$ cat src/rtl/div_unit_pkg.sv
// Shared execute-stage encodings: ALU selects, divider op codes, divider FSM states.
package div_unit_pkg;

    typedef enum logic [3:0] {
        ALU_ADD  = 4'd0,
        ALU_SUB  = 4'd1,
        ALU_SLL  = 4'd2,
        ALU_SLT  = 4'd3,
        ALU_SLTU = 4'd4,
        ALU_XOR  = 4'd5,
        ALU_SRL  = 4'd6,
        ALU_SRA  = 4'd7,
        ALU_OR   = 4'd8,
        ALU_AND  = 4'd9
    } alu_sel_e;

    localparam logic [1:0] DIV_OP_DIV  = 2'b00;
    localparam logic [1:0] DIV_OP_DIVU = 2'b01;
    localparam logic [1:0] DIV_OP_REM  = 2'b10;
    localparam logic [1:0] DIV_OP_REMU = 2'b11;

    typedef enum logic [1:0] {
        S_IDLE = 2'd0,
        S_CALC = 2'd1,
        S_FIX  = 2'd2,
        S_DONE = 2'd3
    } div_state_e;

    // Wide enough for any supported Width; callers truncate to their own width.
    localparam logic [63:0] DIV_ZERO_Q = '1;

endpackage

$ cat src/rtl/div_step.sv
// One radix-2 restoring division iteration on unsigned magnitudes.
module div_step #(
    parameter int Width = 32
) (
    input  logic [Width-1:0] i_rem,
    input  logic [Width-1:0] i_quot,
    input  logic [Width-1:0] i_divisor,
    output logic [Width-1:0] o_rem,
    output logic [Width-1:0] o_quot
);

    logic [Width:0] w_shiftRem;
    logic           w_fits;

    // The shifted remainder needs Width+1 bits; once the divisor fits, the
    // difference is below the divisor, so a Width-bit subtract is exact.
    assign w_shiftRem = {i_rem, i_quot[Width-1]};
    assign w_fits     = (w_shiftRem >= {1'b0, i_divisor});
    assign o_rem      = w_fits ? (w_shiftRem[Width-1:0] - i_divisor) : w_shiftRem[Width-1:0];
    assign o_quot     = {i_quot[Width-2:0], w_fits};

endmodule

$ cat src/rtl/div_unit.sv
// Iterative RISC-V M-extension divider (DIV/DIVU/REM/REMU) with a fast path
// for divide-by-zero and signed overflow.
module div_unit
    import div_unit_pkg::*;
#(
    parameter int Width = 32
) (
    input  logic             clk_i,
    input  logic             rst_i,
    input  logic             start_i,
    input  logic [1:0]       op_i,
    input  logic [Width-1:0] DataA,
    input  logic [Width-1:0] DataB,
    input  logic             flush_i,
    output logic             busy_o,
    output logic             valid_o,
    output logic [Width-1:0] result_o
);

    localparam int CntW = $clog2(Width) + 1;
    localparam logic [Width-1:0] MinNeg = {1'b1, {(Width-1){1'b0}}};

    div_state_e       r_state;
    div_state_e       w_nextState;
    logic [Width-1:0] r_rem;
    logic [Width-1:0] r_quot;
    logic [Width-1:0] r_divisor;
    logic [Width-1:0] r_result;
    logic [CntW-1:0]  r_count;
    logic             r_isRem;
    logic             r_negQ;
    logic             r_negR;

    logic             w_signed;
    logic             w_isRem;
    logic             w_aNeg;
    logic             w_bNeg;
    logic [Width-1:0] w_absA;
    logic [Width-1:0] w_absB;
    logic             w_divZero;
    logic             w_overflow;
    logic             w_special;
    logic [Width-1:0] w_specialRes;
    logic [Width-1:0] w_fixRes;
    logic [Width-1:0] w_stepRem;
    logic [Width-1:0] w_stepQuot;
    logic             w_accept;

    assign w_signed   = (op_i == DIV_OP_DIV) || (op_i == DIV_OP_REM);
    assign w_isRem    = !((op_i == DIV_OP_DIV) || (op_i == DIV_OP_DIVU) || (op_i != DIV_OP_REMU && op_i != DIV_OP_REM));
    assign w_aNeg     = w_signed & DataA[Width-1];
    assign w_bNeg     = w_signed & DataB[Width-1];
    assign w_absA     = w_aNeg ? (Width'(0) - DataA) : DataA;
    assign w_absB     = w_bNeg ? (Width'(0) - DataB) : DataB;
    assign w_divZero  = (DataB == '0);
    assign w_overflow = w_signed && (DataA == MinNeg) && (DataB == '1);
    assign w_special  = w_divZero || w_overflow;
    assign w_accept   = (r_state == S_IDLE) && start_i && !flush_i;

    // Divide-by-zero wins over overflow; overflow only arises with a non-zero divisor anyway.
    assign w_specialRes = w_divZero ? (w_isRem ? DataA : Width'(DIV_ZERO_Q))
                                    : (w_isRem ? '0 : MinNeg);

    assign w_fixRes = r_isRem ? (r_negR ? (Width'(0) - r_rem)  : r_rem)
                              : (r_negQ ? (Width'(0) - r_quot) : r_quot);

    div_step #(
        .Width(Width)
    ) u_step (
        .i_rem     (r_rem),
        .i_quot    (r_quot),
        .i_divisor (r_divisor),
        .o_rem     (w_stepRem),
        .o_quot    (w_stepQuot)
    );

    always_ff @(posedge clk_i or posedge rst_i) begin
        if (rst_i) begin
            r_state <= S_IDLE;
        end else begin
            r_state <= w_nextState;
        end
    end

    always_comb begin
        w_nextState = r_state;
        case (r_state)
            S_IDLE: begin
                if (start_i) begin
                    w_nextState = w_special ? S_DONE : S_CALC;
                end
            end
            S_CALC: begin
                if (r_count == CntW'(1)) begin
                    w_nextState = S_FIX;
                end
            end
            S_FIX:   w_nextState = S_DONE;
            S_DONE:  w_nextState = S_IDLE;
            default: w_nextState = S_IDLE;
        endcase
        if (flush_i) begin
            w_nextState = S_IDLE;
        end
    end

    // A flush freezes the datapath so result_o keeps its last completed value.
    always_ff @(posedge clk_i or posedge rst_i) begin
        if (rst_i) begin
            r_rem     <= '0;
            r_quot    <= '0;
            r_divisor <= '0;
            r_result  <= '0;
            r_count   <= '0;
            r_isRem   <= 1'b0;
            r_negQ    <= 1'b0;
            r_negR    <= 1'b0;
        end else if (!flush_i) begin
            case (r_state)
                S_IDLE: begin
                    if (w_accept) begin
                        r_isRem   <= w_isRem;
                        r_negQ    <= w_aNeg ^ w_bNeg;
                        r_negR    <= w_aNeg;
                        r_divisor <= w_absB;
                        r_quot    <= w_absA;
                        r_rem     <= '0;
                        r_count   <= CntW'(Width);
                        if (w_special) begin
                            r_result <= w_specialRes;
                        end
                    end
                end
                S_CALC: begin
                    r_rem   <= w_stepRem;
                    r_quot  <= w_stepQuot;
                    r_count <= r_count - CntW'(1);
                end
                S_FIX: begin
                    r_result <= w_fixRes;
                end
                default: begin
                end
            endcase
        end
    end

    assign busy_o   = (r_state != S_IDLE);
    assign valid_o  = (r_state == S_DONE);
    assign result_o = r_result;

endmodule

$ cat config.mk
export PLATFORM = sky130hd
export DESIGN_NAME = div_unit
export DESIGN_NICKNAME = d
export VERILOG_FILES = /design/src/rtl/div_unit_pkg.sv /design/src/rtl/div_step.sv /design/src/rtl/div_unit.sv
export SDC_FILE = /design/constraint.sdc
export NUM_CORES = 1
export LEC_CHECK = 0
export ABC_AREA = 1
export BUFFER_PORTS_ARGS = -buffer_cell sky130_fd_sc_hd__buf_2
export CAP_MARGIN = 20
export CORE_MARGIN = 3
export CORE_UTILIZATION = 35
export DETAILED_ROUTE_END_ITERATION = 16
export PLACE_DENSITY_LB_ADDON = 0.05
export SLEW_MARGIN = 20
export SYNTH_ARGS = -nofsm -noshare
export SYNTH_HDL_FRONTEND = slang
export SYNTH_HIERARCHICAL = 1
export SYNTH_SLANG_ARGS = --single-unit
$ cat constraint.sdc
create_clock -name clk_i -period 4.8 [get_ports clk_i]
set_clock_uncertainty 0.2 [all_clocks]
set_input_delay 0.24 -clock clk_i [delete_from_list [all_inputs] [get_ports clk_i]]
set_output_delay 0.24 -clock clk_i [all_outputs]
set_load 0.03 [all_outputs]
==> results.txt, run 1 <==
Final core utilization -> 40.5%
First-pass GRT wire length -> 81,900 um
Worst Path Max Fanout -> 54
Sequential fraction of design power -> 19.8%
Final setup TNS -> 0 ns
Post-Syn Area -> 13,700 um^2
Max-slew violation count -> 0
Max_cap viols -> 0
Total wire length -> 53,200 um
Req. time, crit path -> 4.81 ns
DP Cell Count -> 2,859
IO buf count -> 103
Post-CTS setup buffer count -> 0
Total count of hold-check failures in the final report -> 0
Overflow after GRT -> 0
Top cell type by total area after synthesis -> dfrtp_1
# rows -> 71
Fraction of registers with async set/reset -> 100%
CTS tree -> yes
IO Pins -> 104
Pwr Density -> 770 nW/um^2
Hold crit path type -> in -> reg
RSZ-0062 raised after global routing -> false
Avg Inst Size Synth -> 5.87 um^2
Vias in the first global route -> 14,000
Die X -> 204 um
Antenna-violating nets left -> 0
Syn_nets -> 2,449
DRT iter0 DRCs -> 1,046
Antenna violations before repair -> 1
Initial Util -> 36.0%
Tmin final -> 3.29 ns
Share of layout cells above drive strength 1 -> 8.46%
Synth Flop Type -> dfrtp_1
Cells after Synth -> 2,334
Gr usage total -> 25.6%
#FFs+latches synth -> 139
Clk slew on worst S/H paths -> 0.06 ns
Pin count of the biggest net entering global routing -> 64
Tcrit/Tclk final -> 68.5%
H-tree depth -> 4
Endpoint class of the critical path -> flip-flop
Setup WS post-layout -> 1.51 ns
Placement Setup Slack -> 1.57 ns
Area grow syn2layout -> 12.7%
Post-synth top area share -> 25.4%
NumNets Final -> 2,527
Worst path most repeated cell -> inv_1
Die footprint -> 41,600 um^2
Leakage -> 8.27 nW
Peak supply drop -> 0.000425 V
Critical Path AT -> 3.29 ns
CTS Buf Count -> 17
Switching share of power -> 58.5%
CP peak stage delay -> 0.60 ns
Die Y -> 204 um
Number of remaining DRC errors -> 0
Hold Buf Count CTS -> 45
Avg WL per Cell -> 18.1 um
Switching pwr -> 6.96 mW
Worst-Skew Late Latency -> 0.46 ns
Worst-Margin Slew -> 1.02 ns
Routability congestion estimate -> 0.939
Clk root buf -> clkbuf_16
Inserted Diodes -> 0
Total number of vias -> 14,800
Clock sinks -> 139
Pint -> 4.94 mW
Clock share of power -> 12.0%
Slew headroom -> 31.2%
Cell chain of the critical path -> inv_1 > ha_1 > inv_2 > nor3_4 > inv_1 > buf_4 > nand2_1 > o21ai_0
Combinational share of power -> 68.2%
Layout Cells excl Fill -> 2,935
Placeable Area -> 38,100 um^2
Synth cell types -> 51
Post-CTS sizing -> 0
Pre-antenna DRT Iters -> 7
Synth top cells by count -> nand2_1, inv_1, nor2_1
Detailed placement HPWL -> 42,600 um
EDFF count, synth -> 0
Vias per cell -> 5.04
Setup violations, final -> 0
Max Freq -> 304 MHz
Status -> completed
Synth Warn # -> 6
Type of origin of the critical path -> flip-flop
Sequential-to-total area share from yosys stat -> 25.4%
Slowest-stage cell, CP -> nor3_4
Clock Tree Buf Depth -> 2
Area contributors post-synth -> dfrtp_1, nand2_1, inv_1, nand3_1, nor2_1
Most instantiated library cell after synthesis -> nand2_1
Kind of critical path -> reg -> reg
## area by class of cell
cell class / instances / area, um^2
multi-input cells: 1791 / 8500
clock inverters: 13 / 169
fillers: 4325 / 22700
flip-flops and latches: 139 / 3480
well taps: 511 / 639
clock buffers: 18 / 439
repair buffers: 163 / 1080
inverters: 300 / 1140
## kinds of logic (layout without fill, tap and decap cells)
family,Yosys count,in the layout,share of synthesized area [%]
AND/OR/NAND/NOR,1413,1413,43.6
buffers and inverters,404,494,12.6
XOR/XNOR,37,37,2.36
adder cells (fa/ha/maj),45,45,4.16
flip-flops,139,139,25.4
AO/OA/AOI/OAI,296,296,11.9
## routing by layer
| layer | up-vias | global-route usage (%) | wire [um] |
|---|---|---|---|
| met4 | 0 | 4.87 | 670 |
| li1 | 7534 | - | - |
| met5 | - | 0 | 0 |
| met3 | 42 | 3.98 | 2200 |
| met1 | 6899 | 37.5 | 26800 |
| met2 | 331 | 40.2 | 23600 |
## state kept, by name, summed over array words and instances (netlist names)
name,count
r_divisor,32
r_quot,32
r_rem,32
result_o,32
r_count,6
r_state,2
r_isRem,1
r_negQ,1
r_negR,1
## power groups by stage
stage	Clock, mW	Sequential (mW)	Combinational [mW]
after floorplan	0	2.37	5.71
after global placement	0	2.37	8.00
after detailed placement	0	2.37	8.01
after CTS	1.46	2.36	8.08
after global routing	1.50	2.43	9.09
final	1.43	2.36	8.11
## worst max-delay path, delay by kind of cell (launching register included)
kind	cells	cell delay (ns)
compound gates	1	0.37
fa+ha+maj	1	0.27
flops	1	0.42
buf+inv	4	0.82
simple gates	2	0.90
## metrics by stage
stage,hold slack [ns],total power [mW],instance area (um^2)
2_1_floorplan,0.161,8.08,13700
3_3_place_gp,0.181,10.4,14400
3_5_place_dp,0.184,10.4,14400
4_1_cts,0.000109,11.9,15400
5_1_grt,0.0257,13.0,15400
6_report,0.0264,11.9,15400
## worst paths after layout
kind / slack [ns] / end / from / cells after the start
max: 1.51 / r_divisor[1] / r_state[0] / 8
min: 0.03 / r_quot[29] / DataA[29] / 6
max reg2reg: 1.51 / r_divisor[1] / r_state[0] / 8
min reg2reg: 0.27 / result_o[2] / result_o[2] / 2
max in group asynchronous: 3.05 / r_rem[30] / rst_i / 4
min in group asynchronous: 0.23 / r_divisor[23] / rst_i / 3
## placed cells by master (no fill, tap or decap), drive strengths merged, types with 13 or more instances in the layout
cell and count:
nand2 836, o211ai 32, clkbuf 18, nand4 13, o21ai 157, inv 300
dfrtp 139, nand3 225, buf 118, nor3 22, nand3b 17, dlygate4sd3 45
xor2 32, ha 44, nor2 285, a21oi 78
Power figures use the tool's default switching activity.
==> inputs of run 2 (changes only) <==
Clock period 4.8 ns to 3.13 ns, I/O delays scaled along.
==> run 2 against run 1 <==
Effect of this change:
- critical path depth increased by 5
- global-route usage hardly changed
- routed wire length is 0.32% higher
- cell area is 2.4% higher
- core utilization is 0.99 points higher
- count of clock-buffer cells in the layout rose by 3
- first-iteration DRC count is 13% higher
- combinational power increased by 54%
- sequential power is 52% higher
- non-clock buffer count is 45 higher
- cell count rose by 1.6%
- critical path type is now in -> reg
- largest power group unchanged
- highest routed layer unchanged
==> results.txt, run 2 (synthesized netlist as in run 1, its figures left out) <==
Switching pwr -> 10.6 mW (was 6.96 mW)
Overall power -> 18.1 mW (was 11.9 mW)
Sequential fraction of design power -> 19.8% (about the same)
Commonest cells after routing, fill and taps aside -> nand2_1, inv_1, nor2_1 (unchanged)
Placeable Area -> 38,100 um^2 (unchanged)
Combinational share of power -> 69.1% (was 68.2%)
CTS tree -> yes (unchanged)
Worst-Margin Slew -> 0.858 ns (was 1.02 ns)
Max_cap viols -> 0 (unchanged)
First-pass GRT wire length -> 81,700 um (was 81,900 um)
Clock sinks -> 139 (unchanged)
Critical Path AT -> 3.01 ns (was 3.29 ns)
Tcrit/Tclk final -> 90.0%
Initial Util -> 36.0% (unchanged)
Type of origin of the critical path -> input port (was flip-flop)
Detailed placement HPWL -> 42,200 um (was 42,600 um)
Hold crit path type -> in -> reg (unchanged)
Overflow after GRT -> 0 (unchanged)
Vias per cell -> 5.04 (about the same)
Worst Path Max Fanout -> 4 (was 54)
Switching share of power -> 58.4% (was 58.5%)
Avg WL per Cell -> 17.9 um (was 18.1 um)
Clock Tree Buf Depth -> 2 (unchanged)
Antenna violations before repair -> 2 (was 1)
Max Freq -> 355 MHz
Clk slew on worst S/H paths -> 0.06 ns (about the same)
DRT iter0 DRCs -> 1,180 (was 1,046)
Antenna-violating nets left -> 0 (unchanged)
Clock share of power -> 11.1% (was 12.0%)
Clk root buf -> clkbuf_16 (unchanged)
Die footprint -> 41,600 um^2 (unchanged)
Leading cell type in the layout, fill and taps excluded -> nand2_1 (unchanged)
Setup violations, final -> 0 (unchanged)
Area of the multi-input gates -> 8500 um^2 (unchanged)
Status -> completed (unchanged)
Pwr Density -> 1150 nW/um^2 (was 770 nW/um^2)
Worst-Skew Late Latency -> 0.46 ns (about the same)
Routability congestion estimate -> 0.916 (was 0.939)
Inserted Diodes -> 0 (unchanged)
Slew headroom -> 42.7% (was 31.2%)
Total count of hold-check failures in the final report -> 0 (unchanged)
Area after DPL -> 14,500 um^2 (was 14,400 um^2)
IO buf count -> 103 (unchanged)
Total wire length -> 53,400 um (was 53,200 um)
Pint -> 7.55 mW (was 4.94 mW)
Area grow syn2layout -> 15.4% (was 12.7%)
Pre-antenna DRT Iters -> 6 (was 7)
RSZ-0062 raised after global routing -> false (unchanged)
Gr usage total -> 25.6% (about the same)
Die X -> 204 um (unchanged)
Final instance area -> 15,800 um^2 (was 15,400 um^2)
Kind of critical path -> in -> reg (was reg -> reg)
Number of remaining DRC errors -> 0 (unchanged)
Endpoint class of the critical path -> flip-flop (unchanged)
Hold_ws -> 0.0442 ns (was 0.0264 ns)
NumNets Final -> 2,572 (was 2,527)
Leakage -> 8.46 nW (was 8.27 nW)
Final setup TNS -> 0 ns (unchanged)
Share of layout cells above drive strength 1 -> 8.99% (was 8.46%)
Peak supply drop -> 0.000606 V (was 0.000425 V)
IO Pins -> 104 (unchanged)
Total number of vias -> 15,000 (was 14,800)
H-tree depth -> 4 (unchanged)
Tmin final -> 2.82 ns
CTS Buf Count -> 17 (unchanged)
Vias in the first global route -> 14,000 (about the same)
Fillers -> 4,290 (was 4,325)
Pin count of the biggest net entering global routing -> 85 (was 64)
Req. time, crit path -> 3.32 ns (was 4.81 ns)
# rows -> 71 (unchanged)
Die Y -> 204 um (unchanged)
Max-slew violation count -> 0 (unchanged)
Register area -> 3480 um^2 (unchanged)
run 2: per-stage QoR:
| stage | worst slack, ns | instances | utilization [%] |
|---|---|---|---|
| after detailed placement | 0.334 | 2876 | 38.1 |
| after floorplan | 0.840 | 2334 | - |
| after global placement | 0.320 | 2876 | 38.1 |
| after global routing | 0.0729 | 2981 | 41.5 |
| final | 0.311 | 2981 | 41.5 |
| after CTS | 0.116 | 2980 | 41.5 |
run 2: cell type report:
type                            count  area share, %
Clock buffer                       21           2.91
Clock inverter                     11          0.609
Inverter                          300           7.17
Multi-Input combinational cell   1791           53.7
Sequential cell                   139           22.0
Tap cell                          511           4.04
Timing Repair Buffer              208           9.54
run 2: what timing repair did:
item	4_1_cts	5_1_grt
endpoints found under the hold margin	227	0
buffers inserted	0	1
resized for setup	0	1
endpoints found under the setup margin	0	3
hold buffers	72	0
run 2: final timing paths:
kind	start	endpoint	slack, ns	cells after the start
worst max-delay path	DataB[10]	r_divisor[30]	0.31	13
worst min-delay path	DataB[22]	r_divisor[22]	0.04	4
worst max register to register	r_rem[27]	r_rem[12]	0.32	11
worst min register to register	result_o[7]	result_o[7]	0.27	2
max in group asynchronous	rst_i	r_divisor[20]	2.08	4
min in group asynchronous	rst_i	result_o[16]	0.15	4
run 2: critical path: stages:
cell and delay, ns:
dlygate4sd3_1 0.54, buf_2 0.15, nor2_1 0.22, nand2_1 0.13
nor2_1 0.12, nand3b_1 0.08, o21ai_1 0.27, nand2_1 0.08
nand2_1 0.07, dlygate4sd3_1 0.54, nand3_1 0.06, dlygate4sd3_1 0.55
nand2_1 0.05
run 2: power by group through the flow:
stage | Clock [mW] | Combinational, mW | Sequential, mW
after floorplan | 0 | 8.76 | 3.64
after global placement | 0 | 12.3 | 3.61
after detailed placement | 0 | 12.3 | 3.61
after CTS | 2.07 | 12.4 | 3.59
after global routing | 2.15 | 14.1 | 3.71
final | 2.02 | 12.5 | 3.59
run 2: per-layer routing:
layer / GRT usage, % / routed length, um / up-vias
met3: 4.17 / 2450 / 50
met1: 37.1 / 26100 / 7005
li1: - / - / 7613
met5: 0 / 0 / -
met4: 6.54 / 1020 / 0
met2: 39.6 / 23800 / 351
==> inputs of run 3 (changes only) <==
Settings changed: CORE_MARGIN 3 to not set.
==> run 3 against run 2 <==
Effect of this change:
- die area decreased by 3.9%
- non-clock buffer count decreased by 7
- via count fell by 0.41%
- global-route usage is 1.7 points higher
- routed wire length about the same
- critical path depth shrank 3
- setup slack lost 0.11 ns
- largest cell class unchanged
- largest power group unchanged
==> results.txt, run 3 (synthesized netlist as in run 1, its figures left out) <==
CP delay by family, top -> simple AND/OR/NAND/NOR gates (was buffers and inverters)
Overflow after GRT -> 0 (unchanged)
Die X -> 200 um (was 204 um)
# rows -> 72 (was 71)
Pin count of the biggest net entering global routing -> 73 (was 85)
Status -> completed (unchanged)
Leading cell type in the layout, fill and taps excluded -> nand2_1 (unchanged)
IO Pins -> 104 (unchanged)
Total wire length -> 53,300 um (was 53,400 um)
NumNets Final -> 2,565 (was 2,572)
Die footprint -> 39,900 um^2 (was 41,600 um^2)
Max_cap viols -> 0 (unchanged)
Setup violations, final -> 0 (unchanged)
First-pass GRT wire length -> 81,700 um (about the same)
Max-slew violation count -> 0 (unchanged)
Clock sinks -> 139 (unchanged)
Placement Setup Slack -> 0.271 ns (was 0.334 ns)
Worst-Margin Slew -> 0.973 ns (was 0.858 ns)
Routability congestion estimate -> 0.934 (was 0.916)
Worst Path Max Fanout -> 35 (was 4)
H-tree depth -> 4 (unchanged)
Endpoint class of the critical path -> flip-flop (unchanged)
CP peak stage delay -> 0.49 ns (was 0.55 ns)
Gr usage total -> 27.2% (was 25.6%)
Vias per cell -> 5.02 (was 5.04)
Slowest-stage cell, CP -> dfrtp_1 (was dlygate4sd3_1)
IO buf count -> 103 (unchanged)
Area grow syn2layout -> 16.0% (was 15.4%)
Commonest cells after routing, fill and taps aside -> nand2_1, inv_1, nor2_1 (unchanged)
Hold crit path type -> in -> reg (unchanged)
Total number of vias -> 15,000 (about the same)
Slew headroom -> 35.1% (was 42.7%)
Share of layout cells above drive strength 1 -> 8.86% (was 8.99%)
Clk root buf -> clkbuf_16 (unchanged)
Final setup TNS -> 0 ns (unchanged)
Final instance area -> 15,900 um^2 (was 15,800 um^2)
Tcrit/Tclk final -> 93.5% (was 90.0%)
Antenna violations before repair -> 2 (unchanged)
Leakage -> 8.48 nW (was 8.46 nW)
Area after DPL -> 14,600 um^2 (was 14,500 um^2)
Hold_ws -> 0.0238 ns (was 0.0442 ns)
Peak supply drop -> 0.000531 V (was 0.000606 V)
Type of origin of the critical path -> flip-flop (was input port)
Detailed placement HPWL -> 42,200 um (about the same)
Kind of critical path -> reg -> reg (was in -> reg)
CTS Buf Count -> 17 (unchanged)
Cell chain of the critical path -> ha_1 > nand2_1 > o21bai_1 > a21oi_1 > nand2_1 > nor2_4 > nand2_8 > o21ai_0 > nand2_1 > o21ai_0 (was dlygate4sd3_1 > buf_2 > nor2_1 > nand2_1 > nor2_1 > nand3b_1 > o21ai_1 > nand2_1 > nand2_1 > dlygate4sd3_1 > nand3_1 > dlygate4sd3_1 > nand2_1)
RSZ-0062 raised after global routing -> false (unchanged)
Number of remaining DRC errors -> 0 (unchanged)
Clock Tree Buf Depth -> 2 (unchanged)
Max Freq -> 342 MHz (was 355 MHz)
Vias in the first global route -> 14,000 (about the same)
Worst path most repeated cell -> nand2_1 (unchanged)
Placeable Area -> 38,600 um^2 (was 38,100 um^2)
Clk slew on worst S/H paths -> 0.07 ns (was 0.06 ns)
Die Y -> 200 um (was 204 um)
Avg WL per Cell -> 17.9 um (about the same)
Pre-antenna DRT Iters -> 5 (was 6)
Req. time, crit path -> 3.30 ns (was 3.32 ns)
Worst-Skew Late Latency -> 0.46 ns (about the same)
Setup WS post-layout -> 0.202 ns (was 0.311 ns)
CTS tree -> yes (unchanged)
Buffer and inverter count on the worst path -> 0 (was 4)
Tmin final -> 2.93 ns (was 2.82 ns)
DRT iter0 DRCs -> 996 (was 1,180)
Total count of hold-check failures in the final report -> 0 (unchanged)
Critical Path AT -> 3.10 ns (was 3.01 ns)
Initial Util -> 35.5% (was 36.0%)
Pwr Density -> 1160 nW/um^2 (was 1150 nW/um^2)
Antenna-violating nets left -> 0 (unchanged)
[run 3: changes by cell type in the layout (fill, tap and decap cells not counted)]
cell / change
clkinvlp_4: -1
bufinv_16: +4
clkbuf_1: -2
buf_12: +3
dlygate4sd3_1: -3
clkinv_2: -3
diode_2: +1
buf_4: -7
[run 3: layout make-up]
class,count,area [um^2]
well taps,518,648
repair buffers,201,1490
inverters,300,1130
diodes,1,2.50
clock buffers,19,453
flip-flops and latches,139,3480
fillers,4274,22700
multi-input cells,1791,8500
clock inverters,11,194
[run 3: path summary, 6_finish.rpt]
kind                             start            end  slack, ns  cells after the start
min in group asynchronous        rst_i    result_o[5]       0.11                      3
hold / removal                DataA[4]      r_quot[4]       0.02                      4
setup / recovery             r_rem[27]       r_rem[1]       0.20                     10
max in group asynchronous        rst_i  r_divisor[21]       1.80                      4
hold reg to reg            result_o[1]    result_o[1]       0.27                      2
setup reg to reg             r_rem[27]       r_rem[1]       0.20                     10
[run 3: repair_timing]
item / in CTS / in global routing
endpoints found under the hold margin: 111 / 0
hold buffers: 69 / 0
gates resized for setup: 0 / 1
setup endpoints to repair: 0 / 1
setup buffers: 0 / 0
[run 3: stage by stage]
step | power (mW) | utilization [%] | cells
after floorplan | 12.4 | - | 2334
after global placement | 16.1 | 37.7 | 2880
after detailed placement | 16.0 | 37.7 | 2880
after CTS | 18.5 | 41.1 | 2979
after global routing | 20.3 | 41.1 | 2979
final | 18.5 | 41.1 | 2980
[run 3: metal layers]
metal	track usage (%)	vias to the layer above	part of all wire (%)
met5	0	-	0
met4	5.71	0	1.2
met3	3.23	32	4.4
met2	43.4	358	45
met1	39.3	6970	49
li1	-	7598	-
[run 3: report_power, final]
| part | internal [mW] | total [mW] | leakage (nW) | switching [mW] |
|---|---|---|---|---|
| clock | 1.45 | 2.33 | 0.315 | 0.881 |
| combinational | 3.81 | 12.6 | 6.38 | 8.76 |
| sequential | 2.63 | 3.62 | 1.79 | 0.992 |
[run 3: tightest hold or removal path, stage by stage]
cell	delay (ns)
buf_2	0.16
o21ai_0	0.14
o211ai_1	0.09
o21ai_0	0.08
